## config.mk

```make
export PLATFORM = sky130hd
export DESIGN_NAME = axi_rom_bridge
export DESIGN_NICKNAME = d
export VERILOG_FILES = /design/src/rtl/axi_rom_bridge.sv
export SDC_FILE = /design/constraint.sdc
export NUM_CORES = 1
export LEC_CHECK = 0
export CORE_AREA = 2 2 115 73
export DETAILED_ROUTE_END_ITERATION = 8
export DIE_AREA = 0 0 117 75
export DONT_BUFFER_PORTS = 1
export SYNTH_ARGS = -nofsm -noshare
export SYNTH_HDL_FRONTEND = slang
export SYNTH_SLANG_ARGS = --single-unit
```

## constraint.sdc

```tcl
create_clock -name clk_i -period 1.5 [get_ports clk_i]
set_input_delay 0.3 -clock clk_i [delete_from_list [all_inputs] [get_ports clk_i]]
set_output_delay 0.3 -clock clk_i [all_outputs]
set_load 0.1 [all_outputs]
```

## src/rtl/axi_rom_bridge.sv

```systemverilog
// AXI4 read-only slave that turns read bursts into one-word-per-beat ROM fetches.
// Define AXI_ROM_WRAP_EN to enable true WRAP bursts; otherwise WRAP behaves as INCR.
module axi_rom_bridge #(
  parameter logic [3:0] AXI_ID     = 4'd0,
  parameter int         ROM_ADDR_W = 14
) (
  input  logic                  clk_i,
  input  logic                  rst_i,
  input  logic                  axi_arvalid_i,
  output logic                  axi_arready_o,
  input  logic [31:0]           axi_araddr_i,
  input  logic [3:0]            axi_arid_i,
  input  logic [7:0]            axi_arlen_i,
  input  logic [1:0]            axi_arburst_i,
  output logic                  axi_rvalid_o,
  input  logic                  axi_rready_i,
  output logic [31:0]           axi_rdata_o,
  output logic [1:0]            axi_rresp_o,
  output logic [3:0]            axi_rid_o,
  output logic                  axi_rlast_o,
  output logic                  rom_rd_o,
  output logic [ROM_ADDR_W-1:0] rom_addr_o,
  input  logic [31:0]           rom_data_i
);

  typedef enum logic [1:0] {IDLE, FETCH, DATA} state_t;

  localparam logic [1:0] BURST_FIXED = 2'b00;
  localparam logic [1:0] BURST_RSVD  = 2'b11;
`ifdef AXI_ROM_WRAP_EN
  localparam logic [1:0] BURST_WRAP  = 2'b10;
`endif

  state_t                  state_q, state_d;
  logic [ROM_ADDR_W-1:0]   addr_q, addr_next;
  logic [3:0]              id_q;
  logic [7:0]              len_q;
  logic [1:0]              burst_q;
  logic [7:0]              beat_q;
  logic                    err_q, err_d;
  logic                    ar_hs, r_hs, last_beat;

  // Address bits outside the ROM window and the ID parameter have no effect.
  logic unused_bits;
  assign unused_bits = &{1'b0, axi_araddr_i[31:ROM_ADDR_W+2], axi_araddr_i[1:0], AXI_ID};

  assign ar_hs     = (state_q == IDLE) && axi_arvalid_i;
  assign r_hs      = (state_q == DATA) && axi_rready_i;
  assign last_beat = (beat_q == len_q);

  // A request is flagged as an error for its whole lifetime when it is accepted.
  always_comb begin
    err_d = (axi_arburst_i == BURST_RSVD);
`ifdef AXI_ROM_WRAP_EN
    if ((axi_arburst_i == BURST_WRAP) &&
        !(axi_arlen_i inside {8'd1, 8'd3, 8'd7, 8'd15}))
      err_d = 1'b1;
`endif
  end

  always_comb begin
    addr_next = addr_q + {{(ROM_ADDR_W-1){1'b0}}, 1'b1};
    if (burst_q == BURST_FIXED)
      addr_next = addr_q;
`ifdef AXI_ROM_WRAP_EN
    // WRAP lengths are 2^n-1, so len_q doubles as the in-window word mask.
    else if (burst_q == BURST_WRAP && !err_q)
      addr_next = (addr_q & ~ROM_ADDR_W'(len_q)) |
                  ((addr_q + {{(ROM_ADDR_W-1){1'b0}}, 1'b1}) & ROM_ADDR_W'(len_q));
`endif
  end

  always_ff @(posedge clk_i or posedge rst_i) begin
    if (rst_i) state_q <= IDLE;
    else       state_q <= state_d;
  end

  always_comb begin
    state_d       = state_q;
    axi_arready_o = 1'b0;
    axi_rvalid_o  = 1'b0;
    axi_rdata_o   = 32'd0;
    axi_rresp_o   = 2'b00;
    axi_rid_o     = 4'd0;
    axi_rlast_o   = 1'b0;
    rom_rd_o      = 1'b0;
    rom_addr_o    = addr_q;
    case (state_q)
      IDLE: begin
        axi_arready_o = 1'b1;
        if (axi_arvalid_i) state_d = FETCH;
      end
      FETCH: begin
        rom_rd_o = !err_q;
        state_d  = DATA;
      end
      DATA: begin
        axi_rvalid_o = 1'b1;
        axi_rdata_o  = err_q ? 32'd0 : rom_data_i;
        axi_rresp_o  = err_q ? 2'b10 : 2'b00;
        axi_rid_o    = id_q;
        axi_rlast_o  = last_beat;
        if (axi_rready_i) state_d = last_beat ? IDLE : FETCH;
      end
      default: state_d = IDLE;
    endcase
  end

  always_ff @(posedge clk_i or posedge rst_i) begin
    if (rst_i) begin
      addr_q  <= '0;
      id_q    <= 4'd0;
      len_q   <= 8'd0;
      burst_q <= 2'b00;
      beat_q  <= 8'd0;
      err_q   <= 1'b0;
    end else if (ar_hs) begin
      addr_q  <= axi_araddr_i[ROM_ADDR_W+1:2];
      id_q    <= axi_arid_i;
      len_q   <= axi_arlen_i;
      burst_q <= axi_arburst_i;
      beat_q  <= 8'd0;
      err_q   <= err_d;
    end else if (r_hs && !last_beat) begin
      addr_q <= addr_next;
      beat_q <= beat_q + 8'd1;
    end
  end

endmodule

```

# After elaboration in Yosys (flattened, before gate mapping)
# Cells that the tools add are included.
dict set report classes {
  add_sub_neg 2
  mul 0
  n_div 0
  n_lt_le_gt_ge 0
  n_eq_ne 7
  shift 0
  muxes 18
  n_bitwise 0
  n_reduce_logical 10
}
# cell n
set ops {}
lappend ops {{32-bit two-way mux} 2}
lappend ops {{14-bit two-way mux} 3}
lappend ops {{8-bit two-way mux} 2}
lappend ops {{14-bit by 1-bit adder with 14-bit output, second input constant} 1}
lappend ops {{8-bit by 1-bit adder with 8-bit output, second input constant} 1}
lappend ops {{8-bit equality test} 1}
lappend ops {{2-bit two-way mux} 4}
lappend ops {{2-bit != test, second input constant} 3}
lappend ops {{2-bit case mux with 3 select lines} 1}
lappend ops {{1-bit two-way mux} 5}
lappend ops {{2-bit equality test, second input constant} 2}
lappend ops {{2-bit logical NOT} 2}
lappend ops {{4-bit two-way mux} 1}
lappend ops {{2-bit AND reduction} 2}
lappend ops {{1-bit logical AND} 3}
lappend ops {{2-bit by 1-bit equality test with 1-bit output, second input constant} 1}
lappend ops {{1-bit logical NOT} 2}
lappend ops {{2-bit nonzero test} 1}
dict set report word_totals {
  ff_bits 39
  latch_bits 0
  mem_bits_rw 0
  mem_bits_ro 0
  word_cells 44
  n_memories 0
}

# Longest topological paths before layout
dict set report logic_depth {
  word_depth 5
  mapped_depth 8
  mapped_depth_nobuf 6
}

# Worst setup path before layout
# Ideal clock, no wire load.
dict set report synth_timing {
  kind {reg-to-output}
  start {reg beat_q[2]}
  end {out axi_rlast_o}
  arrival_time_ns 2.979
  slack_ns -1.779
  path_stages_with_launch 6
  path_buffers 2
  path_cell_list {dfrtp_1 buf_2 xnor2_1 nand4_1 buf_2 nor3_1}
}
dict set report synth_via {
  elab_chain_len 2
}
# element line_no
set synth_lines {}
lappend synth_lines {{from (decl)} 39} ;# logic [7:0] beat_q;
lappend synth_lines {{from (signal assigned)} 126} ;# beat_q <= beat_q + 8'd1;
lappend synth_lines {{8-bit equality test} 49} ;# assign last_beat = (beat_q == len_q);
lappend synth_lines {{1-bit two-way mux} 88} ;# case (state_q)
lappend synth_lines {{to (decl)} 20} ;# output logic axi_rlast_o,
# Every way passes these cells.

# Worst setup path after layout
dict set report layout_timing {
  start {reg state_q[0]}
  end {out axi_rdata_o[2]}
}
dict set report layout_via {
  elab_chain_len 2
}
# element line_no
set layout_lines {}
lappend layout_lines {{from (decl)} 34} ;# state_t state_q, state_d;
lappend layout_lines {{from (signal assigned)} 75} ;# else state_q <= state_d;
lappend layout_lines {{2-bit equality test} 88}
lappend layout_lines {{32-bit two-way mux} 88}
lappend layout_lines {{to (decl)} 17} ;# output logic [31:0] axi_rdata_o,
# Every way passes these cells.

==> flow_summary.ini <==
[yosys]
yosys.area_share.simple_pct = 31.17
synth_commonest_cells = nand2_1 (56), dfrtp_1 (39), and2_1 (38)
synth_top_area_share_pct = 43.26
muxShareOfSynthArea_pct = 0.8874
synthFlopType = dfrtp_1
yosys.area.top_type = dfrtp_1
yosys-top-cells-area = dfrtp_1 (43%), and2_1 (11%), nand2_1 (9.3%), xor2_1 (3.5%), o21ai_0 (3.1%)
yosysWarnings = 0
syn_avg_cell_area_um2 = 8.545
synth_edf_count = 0
mappedNetlistNets = 348
synthXorXnorAreaFrac_pct = 6.600
synth_seq_cells = 39
synthAdderAreaFrac_pct = 1.109
synth_top_family_by_area = simple AND/OR/NAND/NOR gates
yosysMostFrequentCell = nand2_1
yosysSeqAreaShare_pct = 43.26
synthArstFlopShare_pct = 100.0
synth_compound_area_share_pct = 12.65
yosys.cell_types.count = 38
syn-cell-area_um2 = 2256
netlist_instances = 264

[timing]
fin_crit_ns = 1.926
finalMaxSlewViolations = 0
fmax_mhz = 519.1
setup_slack_ns = -0.4265
finalSetupViolCount = 63
hold_violations = 0
post-route-period-util_pct = 128.4
rsz0062_at_grt = true
maxSlewHeadroom_pct = 65.37
worstMarginPinSlew_ns = 0.5195
finalClockSkew_ns = 0.005270

[clock_tree]
hold_buffers = 0
clk_pin_slew_ns = 0.06
h-tree-depth = 2
clockBufferDepth = 2
clockRootBuffer = clkbuf_16
cts-buffers-inserted = 5
cts.sinks = 39
insertion_delay_ns = 0.29
cts_tree = done

[detailed_routing]
drtPass1Iterations = 4
viasPerCell = 4.789
ant_nets = 0
drtIter0Drc = 119
wl_per_cell_um = 16.38
finalWirelength_um = 7075
route.detailed.drc = 0
vias = 2069

[cells_and_area]
drive_above_1_share_pct = 48.77
antennaDiodeCount = 0
area_growth_pct = 55.13
fin_util_pct = 45.67
fin_nets = 407

[floorplanning]
core-area_um2 = 7664
start_util_pct = 29.44
rows = 25
io_pins = 138
dieWidth_um = 117
die-height_um = 75
dieArea_um2 = 8775

[place]
place.gp.congestion = 0.7953
placement.io_buffers = 0
dp_hpwl_um = 4883

[status]
violations = setup timing
status = finished, violations left

[global_route]
busiest_layer = met1
grt_start_max_net_pins = 40
grtUsageMet3_pct = 4.750
grt.met1_usage_pct = 22.88
gr-total-overflow = 0
met2_usage_pct = 21.52
grt_pass1_vias = 1956
grt_usage_pct = 15.61
antenna_found_initial = 0
grt_pass1_wl_um = 10190

[setup_path]
end_kind = primary output
worst_ep_arrival_time_ns = 1.63
worst-path-max-fanout = 16
cp-start-kind = register
r2r_setup_slack_ns = -0.32
cp.required_ns = 1.20
crit_type = reg -> out

[run]
maxCapViolCount = 0

[worst_hold_path]
hold_path.class = in -> async
-- layout by cell type, fill, tap and decap left out, types with 2 or more instances in the layout --
cell type and count:
dfrtp_2 6, nand4_1 3, buf_8 4, or3_1 5, nand3_1 6, nand2_1 52, clkbuf_16 6, buf_6 14
xor2_1 9, nand3_4 2, dfrtp_4 8, or4_4 2, clkbuf_1 2, nor2_4 3, a31oi_1 6, o2111ai_2 3
nor3_4 2, inv_1 2, dfrtp_1 25, a21oi_2 5, nor4_4 2, o31ai_1 5, buf_4 42, nand2_2 3
and2_4 39, o211ai_1 6, nor2_1 15, xnor2_1 7, o21ai_1 6, o21ai_0 8, mux2i_1 2, buf_12 7
-- critical path: stages (launching register included) --
cell and delay [ns]:
dfrtp_1 0.38, nand2b_4 0.15, buf_6 0.12, nor2_4 0.16
buf_8 0.17, and2_4 0.34
-- state kept, by name, indices dropped and copies added, names as in the netlist --
name	cells
rom_addr_o	14
beat_q	8
len_q	8
id_q	4
burst_q	2
state_q	2
err_q	1
-- area by class of cell --
class,instances,area [um2]
inverter,3,23.77
clock inverter,1,5.005
timing repair buffer,68,698.2
tap,108,135.1
multi-input combinational,206,1491
clock buffer,7,132.6
fill,739,4164
sequential,39,1013
-- logic make-up (layout without fill, tap and decap cells) --
logic type | count (synthesis) | in the layout
adders and majority gates | 2 | 2
other | 1 | 1
AOI/OAI and AO/OA | 44 | 44
and+or+nand+nor | 140 | 140
xor gates and xnor gates | 17 | 17
buffers and inverters | 19 | 79
muxes | 2 | 2
DFF | 39 | 39
-- final timing paths --
kind	from	end	cells past startpoint
min in group clk_i	axi_rready_i	state_q[1]	1
hold / removal	rst_i	len_q[4]	2
hold reg to reg	id_q[3]	id_q[3]	2
setup reg to reg	beat_q[3]	beat_q[7]	7
setup / recovery	state_q[0]	axi_rdata_o[2]	5
max in group asynchronous	rst_i	rom_addr_o[6]	2
-- per-stage QoR --
stage          TNS, ns  cell area, um2  worst slack, ns  instances  hold WS (ns)
6_report        -19.89            3500          -0.4265        432       0.03807
5_1_grt         -23.87            3500          -0.4844        432       0.09146
4_1_cts         -18.93            3383          -0.4427        427       0.05803
3_5_place_dp    -6.272            3033          -0.2149        408        0.3643
3_3_place_gp    -5.117            3033          -0.1788        408        0.3436
2_1_floorplan   -5.307            2634          -0.4840        264        0.4071
-- routing by layer --
| layer | wire length [um] | part of all wire [%] |
|---|---|---|
| met3 | 436 | 6.2 |
| met1 | 3340 | 47 |
| met4 | 104 | 1.5 |
| met2 | 3195 | 45 |
| met5 | 0 | 0 |
-- what timing repair did --
item	4_1_cts	5_1_grt
pin swaps	15	26
gates cloned	2	1
hold endpoints to repair	0	0
setup buffers	9	10
endpoints found under the setup margin	63	80
resized for setup	23	27
Power is not shown: default switching activity piles up to over one toggle a cycle in this logic, so the estimate is an artifact.
